--- src/rtl/alu_sequencer_pkg.sv ---
// alu_sequencer_pkg: opcode constants, opcode classes and sequencer states
package alu_sequencer_pkg;
  localparam logic [4:0] OP_NOP  = 5'b00000;
  localparam logic [4:0] OP_ADD  = 5'b00011;
  localparam logic [4:0] OP_SUB  = 5'b00100;
  localparam logic [4:0] OP_AND  = 5'b00101;
  localparam logic [4:0] OP_OR   = 5'b00110;
  localparam logic [4:0] OP_SHR  = 5'b00111;
  localparam logic [4:0] OP_SHRA = 5'b01000;
  localparam logic [4:0] OP_SHL  = 5'b01001;
  localparam logic [4:0] OP_ROR  = 5'b01010;
  localparam logic [4:0] OP_ROL  = 5'b01011;
  localparam logic [4:0] OP_MUL  = 5'b01111;
  localparam logic [4:0] OP_DIV  = 5'b10000;
  localparam logic [4:0] OP_NEG  = 5'b10001;
  localparam logic [4:0] OP_NOT  = 5'b10010;
  typedef enum logic [1:0] {CLS_TWO, CLS_WIDE, CLS_ONE, CLS_ILLEGAL} op_cls_e;
  typedef enum logic [2:0] {S_IDLE, S_YLOAD, S_ZCAP, S_WBLO, S_WBHI, S_ERR} state_e;
endpackage

--- src/rtl/alu_sequencer_decode.sv ---
// alu_op_decode: classifies an ALU opcode into two-operand, wide, one-operand or illegal
module alu_op_decode
  import alu_sequencer_pkg::*;
(
  input  logic [4:0] i_op_code,
  output op_cls_e    o_cls
);
  // opcode class lookup
  always_comb begin
    o_cls = CLS_ILLEGAL;
    case (i_op_code)
      OP_ADD, OP_SUB, OP_AND, OP_OR, OP_SHR, OP_SHRA, OP_SHL, OP_ROR, OP_ROL: o_cls = CLS_TWO;
      OP_MUL, OP_DIV: o_cls = CLS_WIDE;
      OP_NEG, OP_NOT: o_cls = CLS_ONE;
      default: o_cls = CLS_ILLEGAL;
    endcase
  end
endmodule

--- src/rtl/alu_sequencer.sv ---
// alu_sequencer: steps one ALU operation through Y load, Z capture and register write-back
module alu_sequencer
  import alu_sequencer_pkg::*;
(
  input  logic       i_clock,
  input  logic       i_clear,
  input  logic       i_start,
  input  logic [4:0] i_op_code,
  input  logic [3:0] i_ra,
  input  logic [3:0] i_rb,
  input  logic [3:0] i_rc,
  output logic       o_busy,
  output logic       o_done,
  output logic       o_illegal,
  output logic [4:0] o_alu_op,
  output logic       o_reg_out_en,
  output logic [3:0] o_reg_out_sel,
  output logic       o_reg_in_en,
  output logic [3:0] o_reg_in_sel,
  output logic       o_y_in,
  output logic       o_z_in,
  output logic       o_zlo_out,
  output logic       o_zhi_out,
  output logic       o_lo_in,
  output logic       o_hi_in
);
  state_e     r_state;
  op_cls_e    r_cls;
  op_cls_e    w_cls;
  logic [4:0] r_op;
  logic [3:0] r_ra;
  logic [3:0] r_rc;
  logic       r_done;
  logic       r_illegal;
  logic [4:0] r_alu_op;
  logic       r_reg_out_en;
  logic [3:0] r_reg_out_sel;
  logic       r_reg_in_en;
  logic [3:0] r_reg_in_sel;
  logic       r_y_in;
  logic       r_z_in;
  logic       r_zlo_out;
  logic       r_zhi_out;
  logic       r_lo_in;
  logic       r_hi_in;

  alu_op_decode u_decode (
    .i_op_code(i_op_code),
    .o_cls    (w_cls)
  );

  // state and strobes are computed together so every output is a flop for the state being entered
  always_ff @(posedge i_clock) begin
    r_done        <= 1'b0;
    r_illegal     <= 1'b0;
    r_alu_op      <= OP_NOP;
    r_reg_out_en  <= 1'b0;
    r_reg_out_sel <= 4'd0;
    r_reg_in_en   <= 1'b0;
    r_reg_in_sel  <= 4'd0;
    r_y_in        <= 1'b0;
    r_z_in        <= 1'b0;
    r_zlo_out     <= 1'b0;
    r_zhi_out     <= 1'b0;
    r_lo_in       <= 1'b0;
    r_hi_in       <= 1'b0;
    if (i_clear) begin
      r_state <= S_IDLE;
      r_cls   <= CLS_TWO;
      r_op    <= OP_NOP;
      r_ra    <= 4'd0;
      r_rc    <= 4'd0;
    end else begin
      case (r_state)
        S_IDLE: if (i_start) begin
          r_op  <= i_op_code;
          r_ra  <= i_ra;
          r_rc  <= i_rc;
          r_cls <= w_cls;
          if (w_cls == CLS_ILLEGAL) begin
            r_state   <= S_ERR;
            r_illegal <= 1'b1;
          end else if (w_cls == CLS_ONE) begin
            r_state       <= S_ZCAP;
            r_reg_out_en  <= 1'b1;
            r_reg_out_sel <= i_rb;
            r_alu_op      <= i_op_code;
            r_z_in        <= 1'b1;
          end else begin
            r_state       <= S_YLOAD;
            r_reg_out_en  <= 1'b1;
            r_reg_out_sel <= i_rb;
            r_y_in        <= 1'b1;
          end
        end
        S_YLOAD: begin
          r_state       <= S_ZCAP;
          r_reg_out_en  <= 1'b1;
          r_reg_out_sel <= r_rc;
          r_alu_op      <= r_op;
          r_z_in        <= 1'b1;
        end
        S_ZCAP: begin
          r_state   <= S_WBLO;
          r_zlo_out <= 1'b1;
          if (r_cls == CLS_WIDE) begin
            r_lo_in <= 1'b1;
          end else begin
            r_reg_in_en  <= 1'b1;
            r_reg_in_sel <= r_ra;
            r_done       <= 1'b1;
          end
        end
        S_WBLO: if (r_cls == CLS_WIDE) begin
          r_state   <= S_WBHI;
          r_zhi_out <= 1'b1;
          r_hi_in   <= 1'b1;
          r_done    <= 1'b1;
        end else begin
          r_state <= S_IDLE;
        end
        default: r_state <= S_IDLE;
      endcase
    end
  end

  assign o_busy        = r_state != S_IDLE;
  assign o_done        = r_done;
  assign o_illegal     = r_illegal;
  assign o_alu_op      = r_alu_op;
  assign o_reg_out_en  = r_reg_out_en;
  assign o_reg_out_sel = r_reg_out_sel;
  assign o_reg_in_en   = r_reg_in_en;
  assign o_reg_in_sel  = r_reg_in_sel;
  assign o_y_in        = r_y_in;
  assign o_z_in        = r_z_in;
  assign o_zlo_out     = r_zlo_out;
  assign o_zhi_out     = r_zhi_out;
  assign o_lo_in       = r_lo_in;
  assign o_hi_in       = r_hi_in;
endmodule

--- config.mk ---
export PLATFORM = sky130hd
export DESIGN_NAME = alu_sequencer
export DESIGN_NICKNAME = d
export VERILOG_FILES = /design/src/rtl/alu_sequencer_pkg.sv /design/src/rtl/alu_sequencer_decode.sv /design/src/rtl/alu_sequencer.sv
export SDC_FILE = /design/constraint.sdc
export NUM_CORES = 1
export LEC_CHECK = 0
export ABC_AREA = 1
export CORE_MARGIN = 10
export CORE_UTILIZATION = 49
export CTS_CLUSTER_DIAMETER = 60
export CTS_CLUSTER_SIZE = 12
export DETAILED_ROUTE_END_ITERATION = 6
export GPL_TIMING_DRIVEN = 1
export PLACE_DENSITY = 0.83
export SLEW_MARGIN = 20
export SYNTH_ARGS = -nofsm -noshare
export SYNTH_HDL_FRONTEND = slang
export SYNTH_SLANG_ARGS = --single-unit
--- constraint.sdc ---
create_clock -name i_clock -period 2.45 [get_ports i_clock]
set_input_delay 0.49 -clock i_clock [delete_from_list [all_inputs] [get_ports i_clock]]
set_output_delay 0.49 -clock i_clock [all_outputs]
set_load 0.05 [all_outputs]
==> results of run 1 <==
==> power by group <==
| group | switching, mW | leakage (nW) | internal (mW) |
|---|---|---|---|
| clock | 0.192 | 0.0281 | 0.106 |
| combinational | 0.226 | 0.427 | 0.116 |
| sequential | 0.0286 | 0.327 | 0.707 |
==> flip-flops by register name, summed over array words and instances (netlist names) <==
name           cells
r_op               5
o_reg_out_en       1
r_cls              2
r_ra               4
o_reg_in_sel       4
o_lo_in            1
o_illegal          1
o_zlo_out          1
o_alu_op           5
o_reg_out_sel      4
o_hi_in            1
o_y_in             1
o_done             1
o_reg_in_en        1
o_z_in             1
r_state            3
r_rc               4
==> critical path: stages, from the launching register on <==
cell and delay (ns):
dfxtp_1 0.47, nor2_4 0.09, nand2_4 0.09, clkdlybuf4s50_1 0.81
==> final timing paths <==
kind / to / cells past startpoint
min: o_alu_op[2] / 2
max: o_busy / 3
min reg2reg: o_alu_op[2] / 2
max reg2reg: r_ra[2] / 6
==> metal layers <==
| layer | routed length, um | share of wire | GRT usage | up-vias |
|---|---|---|---|---|
| met4 | 51 | 0.015 | 0.0441 | 0 |
| met5 | 0 | 0 | 0 | - |
| li1 | - | - | - | 660 |
| met3 | 292 | 0.085 | 0.0526 | 8 |
| met2 | 1640 | 0.48 | 0.218 | 48 |
| met1 | 1470 | 0.42 | 0.142 | 582 |
==> cells by family (layout without fill, tap and decap cells) <==
logic type	after synthesis	count (layout)	share of synthesized area
AOI/OAI and AO/OA	36	36	0.124
adders and majority gates	2	2	0.0170
and+or+nand+nor	72	72	0.229
DFF	40	40	0.545
buffers and inverters	27	71	0.0852
==> per-stage QoR <==
stage / setup WS [ns] / area, um2 / util / power (mW)
3_3_place_gp: 0.408 / 1900 / 0.676 / 1.08
5_1_grt: 0.0830 / 1940 / 0.692 / 1.44
3_5_place_dp: 0.344 / 1900 / 0.676 / 1.09
4_1_cts: 0.157 / 1940 / 0.692 / 1.39
6_report: 0.175 / 1940 / 0.692 / 1.38
2_1_floorplan: 1.05 / 1470 / - / 0.987
==> cell type report <==
cell class | count | area (um2)
Timing Repair Buffer | 44 | 438
Multi-Input combinational cell | 110 | 543
Fill cell | 230 | 863
Inverter | 20 | 75.1
Clock buffer | 6 | 41.3
Clock inverter | 1 | 5.00
Sequential cell | 40 | 801
Tap cell | 31 | 38.8
==> cell usage in the layout, fill, tap and decap left out <==
master / n
o21ai_0: 12
nor2_4: 1
inv_2: 2
nand2_4: 1
nor2_8: 1
dfxtp_1: 40
nor2_2: 1
o22ai_1: 1
nand3_1: 11
nand4_1: 4
nor2_1: 20
clkinv_1: 1
inv_1: 17
clkbuf_1: 1
nor3_2: 1
clkbuf_4: 5
nand2_1: 30
a21oi_1: 23
buf_4: 1
clkdlybuf4s50_1: 43
clkinv_2: 1
nor3_1: 2
ha_1: 2
==> results by group, run 1 <==
Run status
  – Status: finished, final reports clean

GRT
  – Largest net degree at the start of global routing: 24
  – Total grt overflow: 0
  – Vias in the first global route: ~1300
  – Total Routing Usage GR: 0.128
  – Initial antenna violation count: 0
  – First-pass GRT wire length: roughly 5600 um

Cells and area
  – Post-route insts no fill: roughly 250
  – Area growth, synth to finish: 32.2%
  – Diode count: 0
  – Fraction of layout instances using a drive strength above 1: 0.0633
  – Fin nets: 243

Clock network
  – CTS Root Cell: clkbuf_4
  – Hold buffers post-CTS: 0
  – CTS tree: yes
  – CTS H-tree depth: 2
  – Post-cts sizing count: 0
  – Clock latency on the worst-skew pair: roughly 0.33 ns
  – Clock buffer depth: 2
  – TritonCTS Sinks: 40
  – Total CTS buffers: 5
  – Clock Pin Slew Worst Setup and Hold Paths: about 0.10 ns
  – Post-CTS setup buffer count: 0

Routing
  – Drt first pass iters: 4
  – Routed len/inst: 13.7 um
  – Drt total wl: 3450 um
  – Final ANT Viol Nets: 0
  – DR DRC count: 0
  – Drt via density: between 5 and 6
  – Via Count: 1298
  – DRT iter0 DRCs: 62

Synth
  – Synth async-reset ratio: 0
  – Synth Instances: 177
  – Share of the synthesized area in the top cell type: 0.545
  – EDFF count, synth: 0
  – Synth top cells by count: dfxtp_1 (40), nand2_1 (30), a21oi_1 (23)
  – Synthesized Nets: around 200
  – Most used DFF post-synth: dfxtp_1
  – Cell accounting for the most synthesized area: dfxtp_1
  – Register area share after synthesis: 0.545
  – Ys Warns: 0
  – FF+latch count, synth: 40
  – Mapped Area: between 1000 and 1500 um2
  – Syn Area/Cell: 8.30 um2
  – Most common cell in the synthesized netlist: dfxtp_1
  – Area contributors post-synth: dfxtp_1 (55%), a21oi_1 (7.8%), nand2_1 (7.7%), nor2_1 (5.1%), inv_1 (4.3%)
  – Synth cell types: 22

Run
  – Max Cap Viol: 0

Floorplan
  – IO Count: 44
  – Initial Util: 0.524
  – Core area: approximately 2800 um2
  – Die width: about 75 um
  – Row count: 19
  – Die ar.: about 5600 um2
  – Die height: about 75 um

STA
  – Hold Slack: approximately 0.44 ns
  – Count of final setup violators: 0
  – Worst-margin pin slew: a little over 0.5 ns
  – Setup TNS: 0 ns
  – RSZ-0062 raised after global routing: no
  – Slew Limit Headroom: 0.653
  – Final Critical Period: roughly 2.3 ns
  – Final Hold Viols: 0
  – F_max: 440 MHz
  – Crit share post-route: 0.928
  – Fin Clk Skew: about 0.0058 ns
  – Pins over their slew limit: 0

Critical path
  – Maximum fanout along the worst path: 6
  – Critical path class: register to output pin
  – Worst r2r src: r_state[0]
  – CP arrival: between 1.5 and 2 ns
  – Worst reg2reg setup slack: around 0.96 ns
  – Worst Setup SP: r_state[0]
  – Crit. End Element: output pin
  – Data required, critical path: just under 2 ns
  – Startpoint Class: register

Placement
  – Number of port buffers: 43
  – Gp weighted congestion: 0.904
  – Post-placement cell count: 245
  – Final HPWL DP: 2640 um

Power
  – Pwr dens: approximately 700 nW/um2
  – Maximum VDD drop: approximately 0.47 mV
  – Pleak: about 0.8 nW

Hold path
  – Worst hold path class: register to register
  – Hold Startpoint: r_op[2]
Power figures use the tool's default switching activity.
==> inputs of run 2 (changes only) <==
--- a/config.mk
+++ b/config.mk
@@ -7,13 +7,15 @@
 export LEC_CHECK = 0
 export ABC_AREA = 1
 export CORE_MARGIN = 10
-export CORE_UTILIZATION = 49
+export CORE_UTILIZATION = 51
 export CTS_CLUSTER_DIAMETER = 60
 export CTS_CLUSTER_SIZE = 12
 export DETAILED_ROUTE_END_ITERATION = 6
 export GPL_TIMING_DRIVEN = 1
-export PLACE_DENSITY = 0.83
+export MAX_ROUTING_LAYER = met4
+export PLACE_DENSITY = 0.84
 export SLEW_MARGIN = 20
 export SYNTH_ARGS = -nofsm -noshare
 export SYNTH_HDL_FRONTEND = slang
+export SYNTH_HIERARCHICAL = 1
 export SYNTH_SLANG_ARGS = --single-unit
==> constraint.sdc (replaced) <==
create_clock -name i_clock -period 2.45 [get_ports i_clock]
set_input_delay 0.49 -clock i_clock [delete_from_list [all_inputs] [get_ports i_clock]]
set_output_delay 0.49 -clock i_clock [all_outputs]
set_load 0.005 [all_outputs]
==> run 2 against run 1 <==
  * Worst hold slack lost 0.0048 ns
  * Synthesized area grew 12%
  * Global-route usage rose by 0.89 points
  * Highest routed layer unchanged
  * Core utilization increased by 1.9 points
  * Clock-buffer cell count fell by 1
  * Non-clock buffer count rose by 4
  * Synthesized cell count up 34%
==> results by group, run 2 <==
Floorplan
  – Die height: 76.8 um (was 74.8 um)
  – Die width: 76.8 um (was 74.8 um)
  – Core area: 3080 um2 (was 2810 um2)
  – IO Count: 44 (unchanged)
  – Die ar.: 5890 um2 (was 5590 um2)
  – Row count: 20 (was 19)
  – Initial Util: 0.534 (was 0.524)

Cells and area
  – Commonest non-fill, non-tap cell in the layout: nor2_1 (was clkdlybuf4s50_1)
  – Post-Layout Inst Area: 2190 um2 (was 1940 um2)
  – Fin nets: 304 (was 243)
  – Most frequent cells in the layout: nor2_1 (78), nand2_1 (49), clkdlybuf4s50_1 (43) (was clkdlybuf4s50_1 (43), dfxtp_1 (40), nand2_1 (30))
  – Fraction of layout instances using a drive strength above 1: 0.0707 (was 0.0633)
  – Diode count: 0 (unchanged)
  – Area growth, synth to finish: 33.3% (was 32.2%)
  – Post-route insts no fill: 327 (was 252)

Synth
  – Area contributors post-synth: dfxtp_1 (49%), nor2_1 (18%), nand2_1 (11%), inv_1 (6.4%), nand4_1 (2.7%) (was dfxtp_1 (55%), a21oi_1 (7.8%), nand2_1 (7.7%), nor2_1 (5.1%), inv_1 (4.3%))
  – Most common cell in the synthesized netlist: nor2_1 (was dfxtp_1)
  – FF+latch count, synth: 40 (unchanged)
  – Register area share after synthesis: 0.487 (was 0.545)
  – Synth async-reset ratio: 0 (unchanged)
  – Post-Synth XOR/XNOR Area: 0 (unchanged)
  – Most used DFF post-synth: dfxtp_1 (unchanged)
  – Share of the synthesized area in the top cell type: 0.487 (was 0.545)
  – Mapped Area: 1640 um2 (was 1470 um2)
  – EDFF count, synth: 0 (unchanged)
  – Synth top cells by count: nor2_1 (78), nand2_1 (49), dfxtp_1 (40) (was dfxtp_1 (40), nand2_1 (30), a21oi_1 (23))
  – Mux contribution to synthesized area: 0 (unchanged)
  – Syn Area/Cell: 6.90 um2 (was 8.30 um2)
  – Synthesized Nets: 260 (was 199)
  – Largest family of logic cells by synthesized area: simple AND/OR/NAND/NOR gates (unchanged)
  – Synth Instances: 238 (was 177)
  – Post-Synth Simple-Gate Area: 0.365 (was 0.229)
  – Ys Warns: 6 (was 0)
  – Adder-Cell Fraction of Synth Area: 0.0152 (was 0.0170)
  – Compound-Gate Fraction of Synth Area: 0.0297 (was 0.124)
  – Cell accounting for the most synthesized area: dfxtp_1 (unchanged)
  – Synth cell types: 23 (was 22)

Clock network
  – Post-CTS setup buffer count: 0 (unchanged)
  – Clock buffer depth: 2 (unchanged)
  – TritonCTS Sinks: 40 (unchanged)
  – Hold buffers post-CTS: 0 (unchanged)
  – CTS H-tree depth: 2 (unchanged)
  – Post-cts sizing count: 0 (unchanged)
  – Clock Pin Slew Worst Setup and Hold Paths: 0.12 ns (was 0.10 ns)
  – Total CTS buffers: 5 (unchanged)
  – Clock latency on the worst-skew pair: 0.34 ns (was 0.33 ns)
  – CTS tree: yes (unchanged)
  – CTS Root Cell: clkbuf_4 (unchanged)

Routing
  – DRT iter0 DRCs: 90 (was 62)
  – Routed len/inst: 11.3 um (was 13.7 um)
  – DR DRC count: 0 (unchanged)
  – Final ANT Viol Nets: 0 (unchanged)
  – Via Count: 1506 (was 1298)
  – Drt via density: 4.61 (was 5.15)
  – Drt total wl: 3710 um (was 3450 um)
  – Drt first pass iters: 5 (was 4)

Power
  – Pleak: 1.02 nW (was 0.782 nW)
  – Pwr dens: 725 nW/um2 (was 708 nW/um2)
  – Maximum VDD drop: 0.508 mV (was 0.474 mV)
  – Final Total Pwr: 1.59 mW (was 1.38 mW)

STA
  – Count of final setup violators: 0 (unchanged)
  – Final Hold Viols: 0 (unchanged)
  – F_max: 468 MHz (was 440 MHz)
  – Slew Limit Headroom: 0.740 (was 0.653)
  – Crit share post-route: 0.871 (was 0.928)
  – Final Critical Period: 2.13 ns (was 2.27 ns)
  – Setup TNS: 0 ns (unchanged)
  – Pins over their slew limit: 0 (unchanged)
  – Fin Clk Skew: 0.00732 ns (was 0.00582 ns)
  – Worst-margin pin slew: 0.386 ns (was 0.519 ns)
  – RSZ-0062 raised after global routing: no (unchanged)

Run
  – Max Cap Viol: 0 (unchanged)

Placement
  – Post-placement cell count: 319 (was 245)
  – Gp weighted congestion: 0.891 (was 0.904)
  – Number of port buffers: 43 (unchanged)
  – Final HPWL DP: 2780 um (was 2640 um)
  – Area after DPL: 2110 um2 (was 1900 um2)

Critical path
  – Startpoint Class: register (unchanged)
  – Crit path max-delay cell type: clkdlybuf4s50_1 (unchanged)
  – Crit path largest cell delay: 0.56 ns (was 0.81 ns)
  – Data required, critical path: 1.96 ns (about the same)
  – Critical path class: register to output pin (unchanged)
  – CP Cell Sequence: inv_2, nand2_2, clkdlybuf4s50_1 (was nor2_4, nand2_4, clkdlybuf4s50_1)
  – Maximum fanout along the worst path: 13 (was 6)
  – Crit. End Element: output pin (unchanged)
  – CP arrival: 1.64 ns (was 1.78 ns)

GRT
  – First-pass GRT wire length: 6580 um (was 5640 um)
  – Vias in the first global route: 1449 (was 1311)
  – Total grt overflow: 0 (unchanged)
  – Total Routing Usage GR: 0.137 (was 0.128)
  – Initial antenna violation count: 0 (unchanged)
  – Largest net degree at the start of global routing: 24 (unchanged)

Hold path
  – Worst hold path class: register to register (unchanged)

Run status
  – Status: finished, final reports clean (unchanged)
run 2: cell count changes after synthesis, moves of 2 or more:
cell / previous run / this run
a21oi_1: 23 / 4
buf_2: 1 / 8
buf_6: 2 / 0
inv_1: 17 / 28
nand2_1: 30 / 49
nand3_1: 11 / 5
nand4_1: 4 / 7
nor2_1: 20 / 78
o21ai_0: 12 / 3
run 2: final cells by class:
| class | count | area [um2] |
|---|---|---|
| clock buffer | 5 | 37.5 |
| multi-input combinational | 157 | 673 |
| clock inverter | 3 | 42.5 |
| timing repair buffer | 48 | 468 |
| fill | 264 | 888 |
| sequential | 40 | 801 |
| tap | 44 | 55.1 |
| inverter | 30 | 113 |
run 2: cell families (layout without fill, tap and decap cells):
kind of cell / Yosys count / after routing
adders and majority gates: 2 / 2
DFF: 40 / 40
and+or+nand+nor: 146 / 146
buffers and inverters: 41 / 86
AOI/OAI and AO/OA: 9 / 9
run 2: worst paths after layout:
check / endpoint / from / slack, ns / cells past startpoint
max: o_busy / r_state[0] / 0.32 / 3
min: o_reg_in_sel[0] / r_ra[0] / 0.44 / 2
max reg2reg: r_state[1] / r_state[2] / 1.13 / 4
min reg2reg: o_reg_in_sel[0] / r_ra[0] / 0.44 / 2
run 2: where the power goes:
part           internal (mW)  switching, mW
Combinational          0.169          0.236
Sequential             0.726         0.0296
Clock                  0.213          0.214
run 2: critical path: cells and delay by family, from the launching register on:
family	cells	cell delay, ns
buf+inv	2	0.65
simple gates	1	0.21
flops	1	0.44
run 2: metrics by stage:
| stage | util | setup slack [ns] | hold WS, ns |
|---|---|---|---|
| 5_1_grt | 0.711 | 0.189 | 0.440 |
| 3_3_place_gp | 0.685 | 0.237 | 0.421 |
| 2_1_floorplan | - | 0.896 | 0.416 |
| 3_5_place_dp | 0.685 | 0.203 | 0.428 |
| 6_report | 0.711 | 0.315 | 0.437 |
| 4_1_cts | 0.711 | 0.290 | 0.434 |
run 2: per-layer routing:
metal | wire (um) | GRT usage | vias to the layer above
met4 | 92 | 0.0762 | 0
met3 | 192 | 0.0338 | 9
li1 | - | - | 802
met1 | 1710 | 0.153 | 650
met2 | 1710 | 0.219 | 45
met5 | 0 | - | -
